## src/rtl/i2s_tx_serializer_pkg.sv

```systemverilog
// Shared audio constants for the I2S transmit path: sample width selection,
// slot width and bit-counter sizing.
package i2s_tx_serializer_pkg;

  typedef enum int {
    AUDIO_W_16 = 16,
    AUDIO_W_24 = 24,
    AUDIO_W_32 = 32
  } audio_width_e;

  localparam audio_width_e SAMPLE_W_SEL = AUDIO_W_24;
  localparam int SAMPLE_W_DEF = int'(SAMPLE_W_SEL);
  localparam int SLOT_W_DEF   = 32;

  // Bit counter spans both slots of a stereo frame.
  function automatic int bit_cnt_w(input int slot_w);
    return $clog2(2 * slot_w);
  endfunction

  localparam int BIT_CNT_W = bit_cnt_w(SLOT_W_DEF);

endpackage

```

## src/rtl/i2s_bclk_gen.sv

```systemverilog
// Bit-clock and word-clock timing: half-period counter, frame bit counter,
// BCLK/LRCK generation and the fall-tick / frame-load strobes.
module i2s_bclk_gen
  import i2s_tx_serializer_pkg::*;
#(
  parameter int BCLK_DIV = 4,
  parameter int SLOT_W   = SLOT_W_DEF
) (
  input  logic                         OSC_CLK,
  input  logic                         reset_reg,
  output logic                         bclk,
  output logic                         lrck,
  output logic                         fall_tick,
  output logic                         frame_load,
  output logic [bit_cnt_w(SLOT_W)-1:0] bit_nxt
);

  localparam int CW  = bit_cnt_w(SLOT_W);
  localparam int LB  = $clog2(SLOT_W);
  localparam int HPW = (BCLK_DIV > 1) ? $clog2(BCLK_DIV) : 1;

  logic [HPW-1:0] hp_cnt;
  logic [CW-1:0]  bit_cnt;
  logic           hp_tc;
  logic           bit_wrap;

  assign hp_tc      = (hp_cnt == HPW'(BCLK_DIV - 1));
  assign fall_tick  = hp_tc & bclk;
  assign bit_wrap   = (bit_cnt == CW'(2 * SLOT_W - 1));
  assign bit_nxt    = bit_wrap ? '0 : bit_cnt + 1'b1;
  assign frame_load = fall_tick & bit_wrap;

  // Bit counter parks at the last position so the first fall tick loads a frame.
  always_ff @(posedge OSC_CLK or posedge reset_reg) begin
    if (reset_reg) begin
      hp_cnt  <= '0;
      bclk    <= 1'b0;
      bit_cnt <= CW'(2 * SLOT_W - 1);
      lrck    <= 1'b0;
    end else begin
      if (hp_tc) begin
        hp_cnt <= '0;
        bclk   <= ~bclk;
      end else begin
        hp_cnt <= hp_cnt + 1'b1;
      end
      if (fall_tick) begin
        bit_cnt <= bit_nxt;
        lrck    <= bit_nxt[LB];
      end
    end
  end

endmodule

```

## src/rtl/i2s_tx_serializer.sv

```systemverilog
// Stereo I2S transmitter with a one-frame holding buffer and sticky underrun.
// Define I2S_TX_LEFT_JUSTIFIED_EN for left-justified framing (no one-bit delay).
module i2s_tx_serializer
  import i2s_tx_serializer_pkg::*;
#(
  parameter int SAMPLE_W = SAMPLE_W_DEF,
  parameter int BCLK_DIV = 4,
  parameter int SLOT_W   = SLOT_W_DEF
) (
  input  logic                OSC_CLK,
  input  logic                reset_reg,
  input  logic [SAMPLE_W-1:0] lsound_in,
  input  logic [SAMPLE_W-1:0] rsound_in,
  input  logic                sample_valid,
  output logic                sample_ready,
  input  logic                clear_underrun,
  output logic                AUD_BCLK,
  output logic                AUD_DACLRCK,
  output logic                AUD_DACDAT,
  output logic                underrun
);

  localparam int CW = bit_cnt_w(SLOT_W);
  localparam int LB = $clog2(SLOT_W);

  logic                fall_tick;
  logic                frame_load;
  logic [CW-1:0]       bit_nxt;
  logic [SAMPLE_W-1:0] buf_l, buf_r;
  logic [SAMPLE_W-1:0] sh_l, sh_r;
  logic [SAMPLE_W-1:0] nxt_l, nxt_r;
  logic [SAMPLE_W-1:0] word;
  logic                buf_full;
  logic                capture;
  logic [LB-1:0]       pos;
  logic                dat_nxt;

  i2s_bclk_gen #(
    .BCLK_DIV(BCLK_DIV),
    .SLOT_W  (SLOT_W)
  ) u_bclk_gen (
    .OSC_CLK   (OSC_CLK),
    .reset_reg (reset_reg),
    .bclk      (AUD_BCLK),
    .lrck      (AUD_DACLRCK),
    .fall_tick (fall_tick),
    .frame_load(frame_load),
    .bit_nxt   (bit_nxt)
  );

  assign sample_ready = ~buf_full;
  assign capture      = sample_valid & ~buf_full;

  // Frame being started: fresh buffer contents if available, else replay.
  assign nxt_l = (frame_load & buf_full) ? buf_l : sh_l;
  assign nxt_r = (frame_load & buf_full) ? buf_r : sh_r;
  assign pos   = bit_nxt[LB-1:0];

  always_comb begin
    word    = bit_nxt[LB] ? nxt_r : nxt_l;
    dat_nxt = 1'b0;
    for (int i = 0; i < SAMPLE_W; i++) begin
`ifdef I2S_TX_LEFT_JUSTIFIED_EN
      if (int'(pos) == SAMPLE_W - 1 - i) dat_nxt = word[i];
`else
      if (int'(pos) == SAMPLE_W - i) dat_nxt = word[i];
`endif
    end
  end

  always_ff @(posedge OSC_CLK or posedge reset_reg) begin
    if (reset_reg) begin
      buf_l      <= '0;
      buf_r      <= '0;
      sh_l       <= '0;
      sh_r       <= '0;
      buf_full   <= 1'b0;
      underrun   <= 1'b0;
      AUD_DACDAT <= 1'b0;
    end else begin
      if (capture) begin
        buf_l <= lsound_in;
        buf_r <= rsound_in;
      end
      // A capture can only happen into an empty buffer, so it always wins.
      if (capture)         buf_full <= 1'b1;
      else if (frame_load) buf_full <= 1'b0;
      if (frame_load) begin
        sh_l <= nxt_l;
        sh_r <= nxt_r;
      end
      if (frame_load && !buf_full) underrun <= 1'b1;
      else if (clear_underrun)     underrun <= 1'b0;
      if (fall_tick) AUD_DACDAT <= dat_nxt;
    end
  end

endmodule

```

## config.mk

```make
export PLATFORM = sky130hd
export DESIGN_NAME = i2s_tx_serializer
export DESIGN_NICKNAME = d
export VERILOG_FILES = /design/src/rtl/i2s_tx_serializer_pkg.sv /design/src/rtl/i2s_bclk_gen.sv /design/src/rtl/i2s_tx_serializer.sv
export SDC_FILE = /design/constraint.sdc
export NUM_CORES = 1
export LEC_CHECK = 0
export BUFFER_PORTS_ARGS = -buffer_cell sky130_fd_sc_hd__buf_2
export CELL_PAD_IN_SITES_DETAIL_PLACEMENT = 0
export CELL_PAD_IN_SITES_GLOBAL_PLACEMENT = 2
export CORE_UTILIZATION = 35
export DETAILED_ROUTE_END_ITERATION = 10
export HOLD_SLACK_MARGIN = 0.12
export PLACE_DENSITY_LB_ADDON = 0.1
export SYNTH_ARGS = -nofsm -noshare
export SYNTH_HDL_FRONTEND = slang
export SYNTH_HIERARCHICAL = 1
export SYNTH_SLANG_ARGS = --single-unit
export TNS_END_PERCENT = 1
```

## constraint.sdc

```tcl
create_clock -name OSC_CLK -period 8.6 [get_ports OSC_CLK]
set_input_delay 2.58 -clock OSC_CLK [delete_from_list [all_inputs] [get_ports OSC_CLK]]
set_output_delay 2.58 -clock OSC_CLK [all_outputs]
set_load 0.01 [all_outputs]
```

# Word level (Yosys, flattened, before mapping)
# Cells that the tools add are included.
# classes
addsub	2
n_eq_ne	26
mux	33
n_bitwise	6
reduce_logical	4
# ops
op	count
5-bit == test (second input constant)	16
24-bit two-way mux	3
1-bit two-way mux	28
5-bit by 4-bit == test with 1-bit output (second input constant)	5
5-bit by 3-bit == test with 1-bit output (second input constant)	2
6-bit by 1-bit adder with 6-bit output (second input constant)	1
6-bit == test (second input constant)	1
6-bit two-way mux	1
5-bit by 2-bit == test with 1-bit output (second input constant)	1
1-bit bitwise AND	4
2-bit nonzero test	2
2-bit by 1-bit adder with 2-bit output (second input constant)	1
2-bit == test (second input constant)	1
2-bit two-way mux	1
1-bit NOT	2
1-bit logical AND	1
1-bit zero test	1
# word_totals
register_bits	109
inputBits	52
elab_cells	82

# Depth between registers and ports, before layout
# Gate-level depths: netlist (run 1).
# logic_depth
depth_word	30
depth_mapped	11
ltp_nobuf	10

# By module
# Netlist (run 1), hierarchy kept.
# modules_own_cells
module	instances	cells_per_inst	area_each_um2	seq_area_each_um2
i2s_tx_serializer	1	363	4521.8	2477.4
i2s_bclk_gen	1	51	500.5	257.7

# Worst setup path before layout (run 1)
# OpenSTA, ideal clock, no wires.
# synth_timing
path_kind	input to register
startpoint	in sample_valid
endpoint	reg buf_l[10]
t_arrival_ns	3.569
setup_slack_ns	4.906
path_stages	4
path_cell_list	nor2b_1 -> buf_2 -> buf_2 -> mux2_2
# synth_between
elab_chain_cells	1
# synth_lines
item	line_no	text
from (decl)	i2s_tx_serializer.sv:14	input logic sample_valid,
1-bit bitwise AND	i2s_tx_serializer.sv:52	assign capture = sample_valid & ~buf_full;
to (signal assigned)	i2s_tx_serializer.sv:82	buf_l <= lsound_in;
to (decl)	i2s_tx_serializer.sv:29	logic [SAMPLE_W-1:0] buf_l, buf_r;
# Every way passes these cells.
# A chain may end at the register's enable or synchronous reset.

# Worst setup path in the final report (run 1)
# layout_timing
startpoint	reg buf_full
endpoint	out sample_ready
# layout_between
elab_chain_cells	1
# layout_lines
item	line_no	text
from (decl)	i2s_tx_serializer.sv:33	logic buf_full;
from (signal assigned)	i2s_tx_serializer.sv:77	buf_full <= 1'b0;
from (signal assigned)	i2s_tx_serializer.sv:86	if (capture) buf_full <= 1'b1;
from (signal assigned)	i2s_tx_serializer.sv:87	else if (frame_load) buf_full <= 1'b0;
1-bit NOT	i2s_tx_serializer.sv:51	assign sample_ready = ~buf_full;
to (decl)	i2s_tx_serializer.sv:15	output logic sample_ready,
# Every way passes these cells.

==> results of run 1 <==
## path summary, 6_finish.rpt
kind                                                   start                             end  cells after the start
setup / recovery                        buf_full$_DFFE_PP0P_                    sample_ready                      2
hold / removal                u_bclk_gen/hp_cnt[0]$_DFF_PP0_  u_bclk_gen/hp_cnt[0]$_DFF_PP0_                      1
setup reg to reg           u_bclk_gen/bit_cnt[0]$_DFFE_PP1P_          AUD_DACDAT$_DFFE_PP0P_                     10
hold reg to reg               u_bclk_gen/hp_cnt[0]$_DFF_PP0_  u_bclk_gen/hp_cnt[0]$_DFF_PP0_                      1
max in group asynchronous                          reset_reg             sh_r[8]$_DFFE_PP0P_                      3
min in group asynchronous                          reset_reg  u_bclk_gen/hp_cnt[1]$_DFF_PP0_                      2
## critical path, stage by stage, from the launching register on
cell and delay, ns:
sky130_fd_sc_hd__dfrtp_1 0.64, sky130_fd_sc_hd__inv_1 0.08, sky130_fd_sc_hd__buf_2 0.15
## layout make-up
type	instances	area [µm²]
flip-flops and latches	109	2740
multi-input cells	273	2130
clock buffers	12	246
well taps	180	225
repair buffers	63	333
clock inverters	4	23.8
inverters	8	32.5
fillers	1339	8210
## power breakdown
group          total (W)  internal (W)  leakage, nW  switching, W
registers       0.000658      0.000601         1.39     0.0000568
clock network   0.000385      0.000204        0.136      0.000182
logic           0.000115     0.0000792         1.15     0.0000357
## metrics by stage
| step | hold WS, ns | cells | area, µm² | total power, W |
|---|---|---|---|---|
| floorplan | 0.403 | 414 | 5020 | 0.000740 |
| global placement | 0.414 | 633 | 5460 | 0.000782 |
| detailed placement | 0.421 | 633 | 5460 | 0.000789 |
| CTS | 0.431 | 649 | 5730 | 0.00118 |
| global route | 0.448 | 649 | 5730 | 0.00122 |
| finish | 0.427 | 649 | 5730 | 0.00116 |
## registers in the layout (all words and copies together), names as in the netlist
signal,count
AUD_DACDAT,1
sh_r,24
u_bclk_gen/hp_cnt,2
u_bclk_gen/lrck,1
underrun,1
u_bclk_gen/bclk,1
u_bclk_gen/bit_cnt,6
buf_r,24
buf_full,1
buf_l,24
sh_l,24
## routing by layer
metal,wire length (µm),vias up
li1,-,1582
met1,5170,1647
met2,4720,55
met3,357,14
met4,216,0
met5,0,-
## logic make-up after synthesis
group,count (synthesis),synth area share
and+or+nand+nor,137,0.129
AOI/OAI and AO/OA,46,0.0673
muxes,82,0.211
xor gates and xnor gates,6,0.0105
adders and majority gates,2,0.00498
DFF,109,0.545
buffers and inverters,32,0.0326
## synthesized netlist by cell type (3+ instances only)
library cell	count
sky130_fd_sc_hd__a21boi_0	4
sky130_fd_sc_hd__a21o_1	3
sky130_fd_sc_hd__a21oi_1	4
sky130_fd_sc_hd__a22oi_1	4
sky130_fd_sc_hd__a31oi_1	3
sky130_fd_sc_hd__a32oi_1	6
sky130_fd_sc_hd__and3_1	6
sky130_fd_sc_hd__buf_2	5
sky130_fd_sc_hd__buf_6	3
sky130_fd_sc_hd__clkbuf_1	14
sky130_fd_sc_hd__dfrtp_1	103
sky130_fd_sc_hd__dfstp_2	6
sky130_fd_sc_hd__inv_1	7
sky130_fd_sc_hd__mux2_2	69
sky130_fd_sc_hd__mux2_4	3
sky130_fd_sc_hd__mux4_1	3
sky130_fd_sc_hd__mux4_2	7
sky130_fd_sc_hd__nand2_1	73
sky130_fd_sc_hd__nand3_1	10
sky130_fd_sc_hd__nand4_1	3
sky130_fd_sc_hd__nor2_1	13
sky130_fd_sc_hd__nor2b_1	7
sky130_fd_sc_hd__nor3_1	4
sky130_fd_sc_hd__nor3b_1	4
sky130_fd_sc_hd__o211ai_1	4
sky130_fd_sc_hd__o21ai_0	5
sky130_fd_sc_hd__or2_2	3
sky130_fd_sc_hd__xor2_1	4
==> results.ini, run 1 <==
[yosys]
synth-main-ff-cell=sky130_fd_sc_hd__dfrtp_1
synth-warning-count=6
synth.yosys.seq_area_share=0.545
synth_area_mm2=0.00502
yosysUniqueCellTypes=54
syn-mean-instance-area_um2=12.1
ys_seq_elements=109
synthCells=414
synth_enable_flop_cells=0
synth.net_count=468
asyncSetResetFlopFracSynth=1.00
ys_top_cells_by_area=sky130_fd_sc_hd__dfrtp_1 51%, sky130_fd_sc_hd__mux2_2 15%, sky130_fd_sc_hd__nand2_1 5.5%, sky130_fd_sc_hd__dfstp_2 3.1%, sky130_fd_sc_hd__mux4_2 3.1%
yosysTopAreaCellShare=0.513
yosysTopAreaCell=sky130_fd_sc_hd__dfrtp_1

[cells_and_area]
final_nets=518
post_route_cells_drive_above_1_share=0.362
antenna_cells_inserted=0
layout_overhead_on_the_synthesized_area_pct=14.0
layout_common_cells=103 x sky130_fd_sc_hd__dfrtp_1, 73 x sky130_fd_sc_hd__nand2_1, 69 x sky130_fd_sc_hd__mux2_2
finish.utilization=0.411
layout.cells.most_common=sky130_fd_sc_hd__dfrtp_1

[clock_tree]
clk_pin_slew_ns=0.07
insertion_delay_ns=0.35
htree_levels=3
cts_tree=built
cts_root_buffer=sky130_fd_sc_hd__clkbuf_16
ctsHoldBuffers=0
tritoncts_sinks=109
setup_repair_bufs_after_cts=0
cts_inserted_buffers=9
cts-root-to-sink-buffers=2
cts_repair_resize_count=0

[sta]
final.setup.tns_ns=0
period_share=0.442
grt_setup_unrepaired=no
worst_rel_slew_slack=0.408
timing.fmax_mhz=263
setup_slack_ns=4.80
post-route-min-period_ns=3.80
setup_violations=0
timing_max_transition_violations_final=0
final_hold_viol_count=0
finClkSkew_ns=0.00714
worst_pin_slew_ns=0.885

[grt]
track_usage=0.157
antenna_found_initial=0
grt_pass1_vias=3367
gr-max-usage-layer=met2
fraction_of_met2_tracks_used_by_global_routing=0.242
grt_use_met3=0.0323
grt_first_pass_wirelength_um=17600
grt_start_max_net_pins=53
grt-ovfl-total=0
gr-usage-met1=0.213

[route]
drt_pass1_iterations=5
routed_wire_length_per_instance_um=16.1
postRouteAntennaNets=0
viasPerCell=5.08
count_of_unresolved_drc_violations_after_routing=0
drt_first_iter_violations=120
vias=3298
wirelength_um=10500

[critical_path]
worstPathRequired_ns=6.02
type_of_the_worst_setup_path=reg -> out
worst-endpoint-arrival_ns=1.22
critPathLaunchType=flip-flop
critical_path_peak_fanout=15
setup.worst_path.end_class=primary output
worst-r2r-setup-slack_ns=5.16

[power]
cellLeakagePower_nw=2.67
power_density_mw_per_mm2=202
maximum_resistive_drop_on_vdd_mv=0.100

[floorplanning]
placeableCoreArea_mm2=0.0139
row_count=43
ioPinCount=57
die_h_um=122
die-width_um=122
initial_core_utilization=0.360
floorplan.die_area_mm2=0.0148

[hold_path]
holdCritPathClass=reg -> reg

[job]
maximum_capacitance_violations=0

[placed_design]
place.gp.congestion=0.750
place_hpwl_um=7100
buffer_ports.inserted=56
dpl_worst_slack_ns=4.70

[status]
run_status=finished clean

(Power assumes the default switching activity.)
==> run 2, diff against run 1 <==
==> constraint.sdc (replaced) <==
create_clock -name OSC_CLK -period 3.6 [get_ports OSC_CLK]
set_input_delay 1.08 -clock OSC_CLK [delete_from_list [all_inputs] [get_ports OSC_CLK]]
set_output_delay 1.08 -clock OSC_CLK [all_outputs]
set_load 0.01 [all_outputs]
==> run 2 against run 1 <==
  * Wire length rose by 6.0%
  * Clock skew is 0.00063 ns lower
  * Non-clock buffer count increased by 5
  * Critical endpoint is now AUD_DACDAT$_DFFE_PP0P_
  * Critical path type is now reg -> reg
==> results.ini, run 2 (synthesis gave the netlist of run 1 again) <==
[status]
run_status=finished clean

[cells_and_area]
final_nets=523
post_route_cells_drive_above_1_share=0.369
antenna_cells_inserted=0
layout_overhead_on_the_synthesized_area_pct=15.2
layout.cells.most_common=sky130_fd_sc_hd__dfrtp_1
layout_common_cells=103 x sky130_fd_sc_hd__dfrtp_1, 73 x sky130_fd_sc_hd__nand2_1, 69 x sky130_fd_sc_hd__mux2_2

[route]
count_of_unresolved_drc_violations_after_routing=0
drt_pass1_iterations=4
routed_wire_length_per_instance_um=17.0
wirelength_um=11100
vias=3378
postRouteAntennaNets=0
drt_first_iter_violations=145
viasPerCell=5.17

[clock_tree]
clk_pin_slew_ns=0.07
cts_tree=built
cts_inserted_buffers=9
insertion_delay_ns=0.35
ctsHoldBuffers=0
cts_root_buffer=sky130_fd_sc_hd__clkbuf_16
setup_repair_bufs_after_cts=0
cts-root-to-sink-buffers=2
cts_repair_resize_count=0
htree_levels=3
tritoncts_sinks=109

[sta]
grt_setup_unrepaired=no
worst_pin_slew_ns=0.831
finClkSkew_ns=0.00651
timing_max_transition_violations_final=0
final.setup.tns_ns=0
final_hold_viol_count=0
timing.fmax_mhz=305
setup_violations=0
worst_rel_slew_slack=0.445
period_share=0.910
post-route-min-period_ns=3.28

[power]
report.power.total_w=0.00281
maximum_resistive_drop_on_vdd_mv=0.341
cellLeakagePower_nw=2.70
power_density_mw_per_mm2=486

[critical_path]
critical_path_peak_fanout=38
type_of_the_worst_setup_path=reg -> reg
worstPathRequired_ns=3.82
critPathLaunch=u_bclk_gen/bit_cnt[0]$_DFFE_PP1P_
worst-r2r-setup-slack_ns=0.32
worst_flop_to_flop_path_startpoint=u_bclk_gen/bit_cnt[0]$_DFFE_PP1P_
setup.worst_path.end_class=flip-flop
worst-endpoint-arrival_ns=3.50
r2r.worst_path.cells=11
critPathLaunchType=flip-flop
setup.worst_path.end=AUD_DACDAT$_DFFE_PP0P_
regToRegEndpoint=AUD_DACDAT$_DFFE_PP0P_

[floorplanning]
die_h_um=122
row_count=43
placeableCoreArea_mm2=0.0139
floorplan.die_area_mm2=0.0148
ioPinCount=57
die-width_um=122
initial_core_utilization=0.360

[placed_design]
buffer_ports.inserted=56
place.gp.congestion=0.841
place_hpwl_um=7610

[job]
maximum_capacitance_violations=0

[grt]
track_usage=0.166
grt_pass1_vias=3467
grt_start_max_net_pins=50
antenna_found_initial=0
grt-ovfl-total=0
grt_first_pass_wirelength_um=18500

[hold_path]
holdCritPathClass=reg -> reg

[run 2: layer usage]
layer  up-vias  track usage  wire length [µm]
li1       1598            -                 -
met1      1709        0.221              5280
met2        61        0.256              5240
met3        10       0.0473               446
met4         0       0.0571               138
met5         -            0                 0
[run 2: through the flow]
stage	hold slack [ns]	utilization	worst slack, ns	std cells	area [µm²]
floorplan	0.403	-	0.827	414	5030
global placement	0.414	0.395	0.414	638	5510
detailed placement	0.429	0.395	0.376	638	5510
CTS	0.439	0.415	0.361	654	5790
global route	0.453	0.415	0.0530	654	5790
finish	0.437	0.415	0.322	654	5790
[run 2: worst min-delay path by stage]
stage,from,end,slack [ns],cells past startpoint
detailed placement,u_bclk_gen/hp_cnt[0]$_DFF_PP0_,u_bclk_gen/hp_cnt[0]$_DFF_PP0_,0.43,1
global placement,u_bclk_gen/hp_cnt[0]$_DFF_PP0_,u_bclk_gen/hp_cnt[0]$_DFF_PP0_,0.41,1
floorplan,u_bclk_gen/hp_cnt[0]$_DFF_PP0_,u_bclk_gen/hp_cnt[0]$_DFF_PP0_,0.40,1
finish,u_bclk_gen/hp_cnt[0]$_DFF_PP0_,u_bclk_gen/hp_cnt[0]$_DFF_PP0_,0.44,1
CTS,u_bclk_gen/hp_cnt[0]$_DFF_PP0_,u_bclk_gen/hp_cnt[0]$_DFF_PP0_,0.44,1
global route,u_bclk_gen/hp_cnt[0]$_DFF_PP0_,u_bclk_gen/hp_cnt[0]$_DFF_PP0_,0.45,1
[run 2: area by class of cell]
| type | count | area, µm² |
|---|---|---|
| clock buffers | 13 | 260 |
| clock inverters | 3 | 18.8 |
| fillers | 1332 | 8150 |
| inverters | 8 | 33.8 |
| multi-input cells | 273 | 2130 |
| flip-flops and latches | 109 | 2740 |
| well taps | 180 | 225 |
| repair buffers | 68 | 383 |
[run 2: worst max-delay path, stage by stage, from the launching register on]
cell and delay (ns):
sky130_fd_sc_hd__dfstp_2 0.59, sky130_fd_sc_hd__ha_1 0.25, sky130_fd_sc_hd__nand3_1 0.21, sky130_fd_sc_hd__nor3_1 0.30
sky130_fd_sc_hd__buf_4 0.21, sky130_fd_sc_hd__nand2_1 0.06, sky130_fd_sc_hd__buf_4 0.30, sky130_fd_sc_hd__mux2_4 0.37
sky130_fd_sc_hd__a32oi_1 0.25, sky130_fd_sc_hd__nand4b_1 0.14, sky130_fd_sc_hd__nor4_1 0.33, sky130_fd_sc_hd__a31oi_1 0.13
[run 2: power by group]
part           internal (W)  switching [W]  leakage (nW)
sequential          0.00144       0.000152          1.39
combinational      0.000192      0.0000890          1.18
clock              0.000508       0.000438         0.140
==> run 3, diff against run 2 <==
--- a/config.mk
+++ b/config.mk
@@ -8,7 +8,7 @@
 export BUFFER_PORTS_ARGS = -buffer_cell sky130_fd_sc_hd__buf_2
 export CELL_PAD_IN_SITES_DETAIL_PLACEMENT = 0
 export CELL_PAD_IN_SITES_GLOBAL_PLACEMENT = 2
-export CORE_UTILIZATION = 35
+export CORE_UTILIZATION = 39
 export DETAILED_ROUTE_END_ITERATION = 10
 export HOLD_SLACK_MARGIN = 0.12
 export PLACE_DENSITY_LB_ADDON = 0.1
==> run 3 against run 2 <==
  * Setup slack lost 0.019 ns
  * Total power grew 2.2%
  * Final cell count shrank 1.4%
  * Die area shrank 10%
  * Non-clock buffer count grew 1
  * Via count shrank 1.4%
  * Global-route usage grew 0.90 points
  * Largest power group unchanged
  * Highest routed layer unchanged
==> results.ini, run 3 (synthesis gave the netlist of run 1 again) <==
[status]
run_status=finished clean

[sta]
timing.fmax_mhz=303
period_share=0.916
final_hold_viol_count=0
finClkSkew_ns=0.0137
timing_max_transition_violations_final=0
grt_setup_unrepaired=no
worst_pin_slew_ns=0.743
setup_violations=0
finalHoldWorstSlack_ns=0.427
final.setup.tns_ns=0
post-route-min-period_ns=3.30
worst_rel_slew_slack=0.503

[cells_and_area]
antenna_cells_inserted=0
final_area_mm2=0.00580
layout_overhead_on_the_synthesized_area_pct=15.5
layout.cells.most_common=sky130_fd_sc_hd__dfrtp_1
post_route_cells_drive_above_1_share=0.366
layout_common_cells=103 x sky130_fd_sc_hd__dfrtp_1, 73 x sky130_fd_sc_hd__nand2_1, 69 x sky130_fd_sc_hd__mux2_2
filler_cell_count=1201
final_nets=524

[job]
maximum_capacitance_violations=0

[power]
maximum_resistive_drop_on_vdd_mv=0.321
report.power.total_w=0.00288
power_density_mw_per_mm2=496
cellLeakagePower_nw=2.71

[grt]
grt_start_max_net_pins=50
antenna_found_initial=0
grt-ovfl-total=0
track_usage=0.174
grt_pass1_vias=3344
grt_first_pass_wirelength_um=17500

[floorplanning]
row_count=41
ioPinCount=57
placeableCoreArea_mm2=0.0126
initial_core_utilization=0.400
die_h_um=115
die-width_um=115
floorplan.die_area_mm2=0.0133

[route]
drt_pass1_iterations=5
count_of_unresolved_drc_violations_after_routing=0
wl_met2_um=4900
postRouteAntennaNets=0
routed_wire_length_per_instance_um=16.2
vias=3332
wirelength_um=10400
met3WireLength_um=346
wl_met1_um=5030
viasPerCell=5.17
drt_first_iter_violations=187
maxUsedRoutingLayer=met4

[clock_tree]
htree_levels=3
cts-root-to-sink-buffers=2
clk_pin_slew_ns=0.07
setup_repair_bufs_after_cts=0
cts_tree=built
cts_inserted_buffers=9
cts_repair_resize_count=0
tritoncts_sinks=109
ctsHoldBuffers=0
cts_root_buffer=sky130_fd_sc_hd__clkbuf_16
insertion_delay_ns=0.35

[critical_path]
worstPathRequired_ns=3.82
type_of_the_worst_setup_path=reg -> reg
critical_path_peak_fanout=31
critPathLaunchType=flip-flop
setup.worst_path.end_class=flip-flop
worst-endpoint-arrival_ns=3.51

[placed_design]
place_hpwl_um=7390
placedInstanceArea_mm2=0.00551
buffer_ports.inserted=56
place.gp.congestion=0.779

[hold_path]
holdCritPathClass=reg -> reg

-- run 3: cell count changes in the layout (fill, tap and decap cells not counted), sizes merged --
cell / previous run / this run
buf: 68 / 69
clkinv: 3 / 1
clkbuf: 13 / 12
inv: 7 / 6
bufinv: 0 / 2
-- run 3: worst max-delay path: stages, from the launching register on --
cell and delay (ns):
sky130_fd_sc_hd__dfstp_2 0.60, sky130_fd_sc_hd__ha_1 0.25, sky130_fd_sc_hd__nand3_1 0.20, sky130_fd_sc_hd__nor3_1 0.24, sky130_fd_sc_hd__buf_4 0.19, sky130_fd_sc_hd__and2_4 0.42, sky130_fd_sc_hd__mux4_2 0.57, sky130_fd_sc_hd__nand4_1 0.10
sky130_fd_sc_hd__o2111ai_1 0.11, sky130_fd_sc_hd__nor4_1 0.33, sky130_fd_sc_hd__a31oi_1 0.13
-- run 3: metal layers --
metal,vias up,GRT usage
met1,1684,0.238
met3,11,0.0408
met4,0,0.0545
met2,51,0.276
met5,-,0
li1,1586,-
-- run 3: stage by stage --
stage | setup WS [ns] | cells | utilization
finish | 0.303 | 645 | 0.462
global route | 0.0335 | 645 | 0.462
CTS | 0.267 | 645 | 0.462
detailed placement | 0.293 | 631 | 0.438
global placement | 0.351 | 631 | 0.438
floorplan | 0.827 | 414 | -
-- run 3: worst paths after layout --
path,startpoint,to,slack [ns],cells past startpoint
worst max-delay path,u_bclk_gen/bit_cnt[0]$_DFFE_PP1P_,AUD_DACDAT$_DFFE_PP0P_,0.30,10
worst min-delay path,u_bclk_gen/hp_cnt[0]$_DFF_PP0_,u_bclk_gen/hp_cnt[0]$_DFF_PP0_,0.43,1
worst max register to register,u_bclk_gen/bit_cnt[0]$_DFFE_PP1P_,AUD_DACDAT$_DFFE_PP0P_,0.30,10
worst min register to register,u_bclk_gen/hp_cnt[0]$_DFF_PP0_,u_bclk_gen/hp_cnt[0]$_DFF_PP0_,0.43,1
max in group asynchronous,reset_reg,buf_r[5]$_DFFE_PP0P_,1.99,3
min in group asynchronous,reset_reg,u_bclk_gen/bclk$_DFFE_PP0N_,0.72,2
-- run 3: cell type report --
class / count / area, µm² / share of cell area
timing repair buffer: 69 / 390 / 0.0673
clock inverter: 2 / 60.1 / 0.0104
multi-input combinational: 273 / 2130 / 0.367
inverter: 8 / 33.8 / 0.00582
tap: 172 / 215 / 0.0371
sequential: 109 / 2740 / 0.471
clock buffer: 12 / 236 / 0.0408
-- run 3: power breakdown --
part	total (W)	internal (W)	switching (W)
logic	0.000278	0.000192	0.0000867
clock network	0.00101	0.000603	0.000410
registers	0.00159	0.00144	0.000150
total	0.00288	0.00223	0.000647
